### src/rtl/rom_rd_arbiter.sv
// Round-robin read arbiter that shares one single-port synchronous ROM among NREQ requesters.
// Each accepted request costs a READ cycle and a CAPT cycle; the captured word returns with a one-hot valid.
module rom_rd_arbiter #(
    parameter int unsigned NREQ = 4,
    parameter int unsigned AW   = 4,
    parameter int unsigned DW   = 16
) (
    input  logic               clk,
    input  logic               rst_n,
    input  logic [NREQ-1:0]    req_i,
    input  logic [NREQ*AW-1:0] req_addr_i,
    output logic [NREQ-1:0]    gnt_o,
    output logic [NREQ-1:0]    rsp_valid_o,
    output logic [DW-1:0]      rsp_data_o,
    output logic               rom_r_en_o,
    output logic [AW-1:0]      rom_addr_o,
    input  logic [DW-1:0]      rom_data_i,
    output logic               busy_o
);

    localparam int unsigned IW = (NREQ > 1) ? $clog2(NREQ) : 1;

    typedef enum logic [1:0] {
        IDLE = 2'd0,
        READ = 2'd1,
        CAPT = 2'd2
    } state_e;

    state_e            state_q, state_d;
    logic [NREQ-1:0]   gnt_q, gnt_d;
    logic [NREQ-1:0]   rsp_valid_q, rsp_valid_d;
    logic [DW-1:0]     rsp_data_q, rsp_data_d;
    logic              rom_r_en_q, rom_r_en_d;
    logic [AW-1:0]     rom_addr_q, rom_addr_d;
    logic              busy_q, busy_d;
    logic [IW-1:0]     rr_ptr_q, rr_ptr_d;
    logic [IW-1:0]     win_idx_q, win_idx_d;

    logic              win_found;
    logic [IW-1:0]     win_sel;
    logic [AW-1:0]     win_addr;
    int unsigned       idx;

    // Round-robin search starting at rr_ptr; first requester found wins.
    always_comb begin
        win_found = 1'b0;
        win_sel   = '0;
        win_addr  = '0;
        idx       = 0;
        for (int unsigned k = 0; k < NREQ; k++) begin
            idx = (32'(rr_ptr_q) + k) % NREQ;
            if (!win_found && req_i[idx]) begin
                win_found = 1'b1;
                win_sel   = IW'(idx);
                win_addr  = req_addr_i[idx*AW +: AW];
            end
        end
    end

    always_ff @(posedge clk or negedge rst_n) begin
        if (!rst_n) begin
            state_q     <= IDLE;
            gnt_q       <= '0;
            rsp_valid_q <= '0;
            rsp_data_q  <= '0;
            rom_r_en_q  <= 1'b0;
            rom_addr_q  <= '0;
            busy_q      <= 1'b0;
            rr_ptr_q    <= '0;
            win_idx_q   <= '0;
        end else begin
            state_q     <= state_d;
            gnt_q       <= gnt_d;
            rsp_valid_q <= rsp_valid_d;
            rsp_data_q  <= rsp_data_d;
            rom_r_en_q  <= rom_r_en_d;
            rom_addr_q  <= rom_addr_d;
            busy_q      <= busy_d;
            rr_ptr_q    <= rr_ptr_d;
            win_idx_q   <= win_idx_d;
        end
    end

    // Next state and next registered outputs; a win launches the READ cycle's outputs.
    always_comb begin
        state_d     = state_q;
        gnt_d       = '0;
        rsp_valid_d = '0;
        rsp_data_d  = rsp_data_q;
        rom_r_en_d  = 1'b0;
        rom_addr_d  = rom_addr_q;
        rr_ptr_d    = rr_ptr_q;
        win_idx_d   = win_idx_q;

        case (state_q)
            IDLE: ;
            READ: state_d = CAPT;
            CAPT: begin
                rsp_data_d             = rom_data_i;
                rsp_valid_d[win_idx_q] = 1'b1;
                state_d                = IDLE;
            end
            default: state_d = IDLE;
        endcase

        if ((state_q == IDLE || state_q == CAPT) && win_found) begin
            state_d          = READ;
            gnt_d[win_sel]   = 1'b1;
            rom_r_en_d       = 1'b1;
            rom_addr_d       = win_addr;
            win_idx_d        = win_sel;
            rr_ptr_d         = IW'((32'(win_sel) + 32'd1) % NREQ);
        end

        busy_d = (state_d != IDLE);
    end

    assign gnt_o       = gnt_q;
    assign rsp_valid_o = rsp_valid_q;
    assign rsp_data_o  = rsp_data_q;
    assign rom_r_en_o  = rom_r_en_q;
    assign rom_addr_o  = rom_addr_q;
    assign busy_o      = busy_q;

endmodule
### config.mk
export PLATFORM = sky130hd
export DESIGN_NAME = rom_rd_arbiter
export DESIGN_NICKNAME = d
export VERILOG_FILES = /design/src/rtl/rom_rd_arbiter.sv
export SDC_FILE = /design/constraint.sdc
export NUM_CORES = 1
export LEC_CHECK = 0
export ABC_AREA = 0
export CAP_MARGIN = 0
export CORE_MARGIN = 2
export CORE_UTILIZATION = 43
export CTS_BUF_LIST = sky130_fd_sc_hd__clkbuf_8
export DETAILED_ROUTE_END_ITERATION = 7
export GPL_ROUTABILITY_DRIVEN = 0
export PLACE_DENSITY = 0.82
export REMOVE_ABC_BUFFERS = 1
export SLEW_MARGIN = 20
export SYNTH_ARGS = -nofsm -noshare
export SYNTH_HDL_FRONTEND = slang
export SYNTH_SLANG_ARGS = --single-unit
export TNS_END_PERCENT = 30
### constraint.sdc
create_clock -name clk -period 1.5 [get_ports clk]
set_clock_uncertainty 0.05 [all_clocks]
set_input_delay 0.3 -clock clk [delete_from_list [all_inputs] [get_ports clk]]
set_output_delay 0.3 -clock clk [all_outputs]
set_load 0.005 [all_outputs]
==> impl_metrics.toml, run 1 <==
[status]
outcome = "finished with violations"
violations = "negative setup slack"

[cells_and_area]
num_antenna_cells = 0
final_net_count = 326
syn2layout_area_growth_pct = 56.2
nFillCells = 338
drive_gt1_share_pct = 28.0
fin_area_um2 = 3190

[synthesis]
synthCells = 188
yosys-top-cells-count = "dfrtp_1, mux2_2, nand2_1, mux2i_1, o21ai_0"
avgSynthCellArea_um2 = 10.9
synth_edf_count = 0
post-synth-top-area-fraction_pct = 44.1
synth_xor_area_share_pct = 0.429
yosys.area_share.simple_pct = 13.0
ys.flop_type = "dfrtp_1"
synth_top_area_cell = "dfrtp_1"
yosys-top-cells-area = "dfrtp_1, mux2_2, mux2i_1"
ys_seq_area_share_pct = 44.1
synthMuxAreaShare_pct = 18.2
synth_top_family_by_area = "compound AO/OA/AOI/OAI gates"
synth-compound-area-share_pct = 18.9
yosysWarnings = 0
ys_types = 51
post-synth-top-count-cell = "dfrtp_1"
ys_ff_latch = 36
synth_area_um2 = 2040
synthArstFlopShare_pct = 100
synth_adder_area_share_pct = 0

[sta]
worst_pin_slew_ns = 0.337
min_period_ns = 1.78
final-setup-viol-count = 12
finalHoldViolations = 0
max_slew_margin_pct = 77.3
min_period_over_period_pct = 118
slew_viol_final = 0
fmaxAchievable_mhz = 563
fin_tns_setup_ns = -2.26
finalWorstSetupSlack_ns = -0.277
rsz0062_at_grt = "true"

[critical_path]
crit_fanout = 11
end_kind = "flop"
cp.required_ns = 1.63
crit_type = "reg -> reg"
start_kind = "flop"
arrival_ns = 1.91

[power_and_ir_drop]
leakagePower_nw = 1.50
seqPwrFrac_pct = 31.8
ir_drop_uv = 642
power.internal_mw = 3.33
switching_power_mw = 1.65
power_frac_comb_pct = 54.9
switching_share_pct = 33.2
cellPowerDensity_nw_per_um2 = 1560
clock_power_share_pct = 13.3

[clocking]
clock_latency_ns = 0.28
numClockSinks = 36
postCtsSetupBuffers = 0
tritoncts = "done"
cts_root_buf = "clkbuf_8"
cts_hold_buf = 0
cts_made_buffers = 5
clk_pin_slew_ns = 0.07
cts_max_level = 2
clockBufferDepth = 2

[global_routing]
grt_pass1_wl_um = 8310
grt-ovfl-total = 0
grt_pass1_vias = 1828
grt_max_degree = 37
gr-usage-all-layers_pct = 20.5
antenna_found_initial = 0

[placed_design]
io_buffers = 67
postPlaceCellArea_um2 = 3050
dp_hpwl_um = 4000

[detailed_routing]
route.layer.met1.wl_um = 2120
vias = 1873
wl_met2_um = 2590
drt-initial-drc-count = 33
drc = 0
ant_nets = 0
routed.top_layer = "met4"
dr.pass1.iters = 4
routed_via_density = 5.46
dr_wl_met3_um = 402
post_drt_wl_per_cell_um = 15.2
drt_wl_total_um = 5200

[floorplan]
io_pins = 68
die_w_um = 72.9
die_h_um = 72.9
die_area_um2 = 5320
rows = 25
coreArea_um2 = 4660
initial_utilization_pct = 43.8

[flow_run]
max-cap-violations = 0

[min_path]
hp-class = "in -> async"
-- critical path, cell delays in order (launching register included) --
cell and delay, ns:
dfrtp_1 0.40, buf_12 0.15, or3b_4 0.40, a2111oi_4 0.35
nor3_4 0.09, a2bb2oi_1 0.16, o31ai_1 0.07
-- power groups by stage --
stage | logic, mW | clock network, mW | registers (mW)
after floorplan | 1.08 | 0 | 1.75
after global placement | 2.73 | 0 | 1.59
after detailed placement | 2.79 | 0 | 1.61
after CTS | 2.78 | 0.684 | 1.60
after global routing | 2.97 | 0.730 | 1.63
final | 2.73 | 0.661 | 1.59
-- state kept, by name, summed over array words and instances, names as in the netlist --
signal / flops
rsp_valid_o: 4
state_q: 2
rr_ptr_q: 2
busy_o: 1
rsp_data_o: 16
gnt_o: 4
rom_r_en_o: 1
rom_addr_o: 4
win_idx_q: 2
-- cell families after synthesis --
| logic type | Yosys count |
|---|---|
| compound gates | 51 |
| mux | 34 |
| buf+inv | 20 |
| simple gates | 46 |
| xor+xnor | 1 |
| flops | 36 |
-- repair_timing --
| action | 4_1_cts | 5_1_grt |
|---|---|---|
| endpoints found under the setup margin | 18 | 27 |
| gates resized for setup | 13 | 16 |
| pin swaps | 2 | 2 |
-- final timing paths --
path                                  start            end  cells after the start  slack (ns)
worst max-delay path            rr_ptr_q[1]  rom_addr_o[0]                      6       -0.28
worst min-delay path                  rst_n  rsp_data_o[2]                      2        0.34
worst max register to register  rr_ptr_q[1]  rom_addr_o[0]                      6       -0.28
worst min register to register   state_q[1]     state_q[1]                      1        0.40
max in group asynchronous             rst_n     state_q[1]                      2        0.89
min in group clk                 state_q[1]     state_q[1]                      1        0.40
-- area by class of cell --
type / instances / area [um^2] / area share (%)
inverter: 6 / 22.5 / 0.706
sequential: 36 / 901 / 28.2
tap: 54 / 67.6 / 2.12
timing repair buffer: 107 / 1050 / 32.9
clock buffer: 6 / 82.6 / 2.59
multi-input combinational: 132 / 1060 / 33.2
clock inverter: 2 / 7.51 / 0.235
-- layer usage --
metal,GRT usage (%),up-vias
met1,23.6,878
met3,5.80,11
met2,36.1,86
met4,7.61,0
li1,-,898
met5,0,-
-- cells in the final DEF (no fill, tap or decap), types with 2 or more instances in the layout --
cell / netlist / final
clkdlybuf4s50_1: 0 / 46
dfrtp_1: 36 / 36
buf_4: 4 / 35
mux2_2: 23 / 22
nand2_1: 14 / 14
dlymetal6s2s_1: 0 / 14
mux2i_1: 9 / 9
o21ai_0: 8 / 7
dlygate4sd2_1: 0 / 7
inv_1: 4 / 6
clkbuf_8: 0 / 6
a21oi_1: 6 / 5
o21ai_1: 4 / 5
nor2_1: 4 / 4
nand2b_1: 4 / 4
a221oi_1: 4 / 4
nand3_1: 4 / 4
a211o_1: 4 / 4
o32ai_1: 4 / 4
o211ai_1: 4 / 4
a2bb2oi_1: 4 / 4
o31ai_1: 4 / 4
buf_12: 0 / 4
nor2b_1: 2 / 2
nor3b_1: 2 / 2
and3_1: 2 / 2
mux2_1: 2 / 2
-- stage by stage --
step	util, %	setup WS [ns]	power (mW)	hold WS [ns]	instances
floorplan	-	-0.674	2.83	-0.0456	174
global placement	65.3	-0.585	4.32	0.370	335
detailed placement	65.3	-0.661	4.40	0.384	335
CTS	67.7	-0.284	5.06	0.337	343
global route	68.5	-0.371	5.33	0.349	343
finish	68.5	-0.277	4.98	0.340	343
No activity file was read; power rests on OpenSTA's default activity.
==> inputs of run 2 (changes only) <==
- CORE_UTILIZATION: 43 -> 47
- PLACE_DENSITY: 0.82 -> 0.85
- clock period: 1.5 -> 2 ns (I/O delays scaled with it)
==> run 2 against run 1 <==
Net effect: the flow now finishes without violations; highest routed layer unchanged; worst setup slack improved by 0.28 ns; final area fell by 6.7%; non-clock buffer count fell by 18.
==> impl_metrics.toml, run 2 (same netlist as run 1, synthesis figures left out) <==
[cells_and_area]
num_antenna_cells = 0
final_net_count = 308
syn2layout_area_growth_pct = 45.8
mostFrequentLayoutCell = "clkdlybuf4s50_1"
layoutNonFillerInstCount = 321
drive_gt1_share_pct = 23.6
layout_common_cells = "clkdlybuf4s50_1, dfrtp_1, mux2_2, buf_4, nand2_1"
largest_reg_flops = 16

[critical_path]
crit_type = "in -> reg"
slowest_stage = "clkdlybuf4s50_1"
end_kind = "flop"
path_cells = "clkdlybuf4s50_1 > buf_4 > nand2b_1 > nor4_2 > nor3_2 > nand2_2 > o31ai_1"
crit_fanout = 6
start_kind = "input pin"
arrival_ns = 2.13
reg2reg_depth = 5
cpPeakStageDelay_ns = 0.54
r2r_setup_slack_ns = 0.08
cp.required_ns = 2.14

[detailed_routing]
drt_wl_total_um = 5220
post_drt_wl_per_cell_um = 16.3
vias = 1863
ant_nets = 0
drc = 0
routed_via_density = 5.80
drt-initial-drc-count = 108
dr.pass1.iters = 4

[clocking]
cts_made_buffers = 5
postCtsSetupBuffers = 0
clk_pin_slew_ns = 0.07
clockBufferDepth = 2
numClockSinks = 36
cts_root_buf = "clkbuf_8"
clock_latency_ns = 0.29
tritoncts = "done"
cts_hold_buf = 0
cts_resized = 0
cts_max_level = 2

[global_routing]
gr-usage-all-layers_pct = 21.8
grt_max_degree = 37
grt_pass1_vias = 1791
grt-ovfl-total = 0
antenna_found_initial = 0
grt_pass1_wl_um = 8510

[flow_run]
max-cap-violations = 0

[sta]
rsz0062_at_grt = "true"
worst_pin_slew_ns = 0.751
min_period_ns = 1.99
fin_tns_setup_ns = 0
fmaxAchievable_mhz = 502
hold_slack_ns = 0.129
finalHoldViolations = 0
min_period_over_period_pct = 99.6
slew_viol_final = 0
final-setup-viol-count = 0
finalWorstSetupSlack_ns = 0.00758
max_slew_margin_pct = 49.9

[power_and_ir_drop]
power.internal_mw = 2.49
clock_power_share_pct = 16.4
ir_drop_uv = 642
cellPowerDensity_nw_per_um2 = 1250
switching_power_mw = 1.23
leakagePower_nw = 1.25
power_frac_comb_pct = 51.1
seqPwrFrac_pct = 32.5
switching_share_pct = 33.1

[placed_design]
dp.cells = 313
dp_hpwl_um = 3930
post-place-ws_ns = -0.275
io_buffers = 67

[floorplan]
die_h_um = 69.9
io_pins = 68
die_area_um2 = 4890
die_w_um = 69.9
coreArea_um2 = 4090
initial_utilization_pct = 50.0
rows = 23

[min_path]
hp-class = "in -> async"

[status]
outcome = "finished, final reports clean"
## run 2: changes by cell type in the layout (fill, tap and decap cells not counted), moves of 4 or more
cell / change
buf_12: -4
clkdlybuf4s50_1: +20
buf_4: -14
dlygate4sd2_1: -7
dlymetal6s2s_1: -14
## run 2: metal layers
metal | vias up | part of all wire (%) | GRT usage [%]
li1 | 863 | - | -
met5 | - | 0 | 0
met2 | 110 | 48 | 36.4
met4 | 0 | 2.3 | 5.98
met1 | 873 | 41 | 27.8
met3 | 17 | 8.7 | 6.20
## run 2: power by group through the flow
stage	combinational, mW	clock [mW]	sequential, mW
after global routing	2.06	0.653	1.25
final	1.91	0.611	1.21
after CTS	1.88	0.619	1.21
after detailed placement	1.88	0	1.21
after global placement	1.84	0	1.20
after floorplan	0.812	0	1.31
## run 2: worst paths after layout
kind,start,endpoint
worst max-delay path,req_i[3],rom_addr_o[3]
worst min-delay path,rst_n,rsp_valid_o[0]
worst max register to register,rr_ptr_q[1],rom_addr_o[3]
worst min register to register,state_q[1],state_q[1]
max in group asynchronous,rst_n,rsp_valid_o[2]
min in group clk,state_q[1],state_q[1]
## run 2: final cells by class
class	instances	area (um^2)
multi-input cells	132	1050
well taps	50	62.6
flip-flops and latches	36	901
clock inverters	3	38.8
fillers	300	1110
clock buffers	5	68.8
repair buffers	89	835
inverters	6	22.5
## run 2: worst max-delay path: cells and delay by family
family	cells	cell delay (ns)
AND/OR/NAND/NOR	4	0.75
AO/OA/AOI/OAI	1	0.27
buffers and inverters	2	0.72
## run 2: metrics by stage
| step | total power [mW] | cell area, um^2 | util [%] |
|---|---|---|---|
| 6_report | 3.73 | 2980 | 72.9 |
| 5_1_grt | 3.96 | 2980 | 72.9 |
| 4_1_cts | 3.71 | 2960 | 72.4 |
| 3_5_place_dp | 3.09 | 2850 | 69.7 |
| 3_3_place_gp | 3.04 | 2850 | 69.7 |
| 2_1_floorplan | 2.12 | 1960 | - |
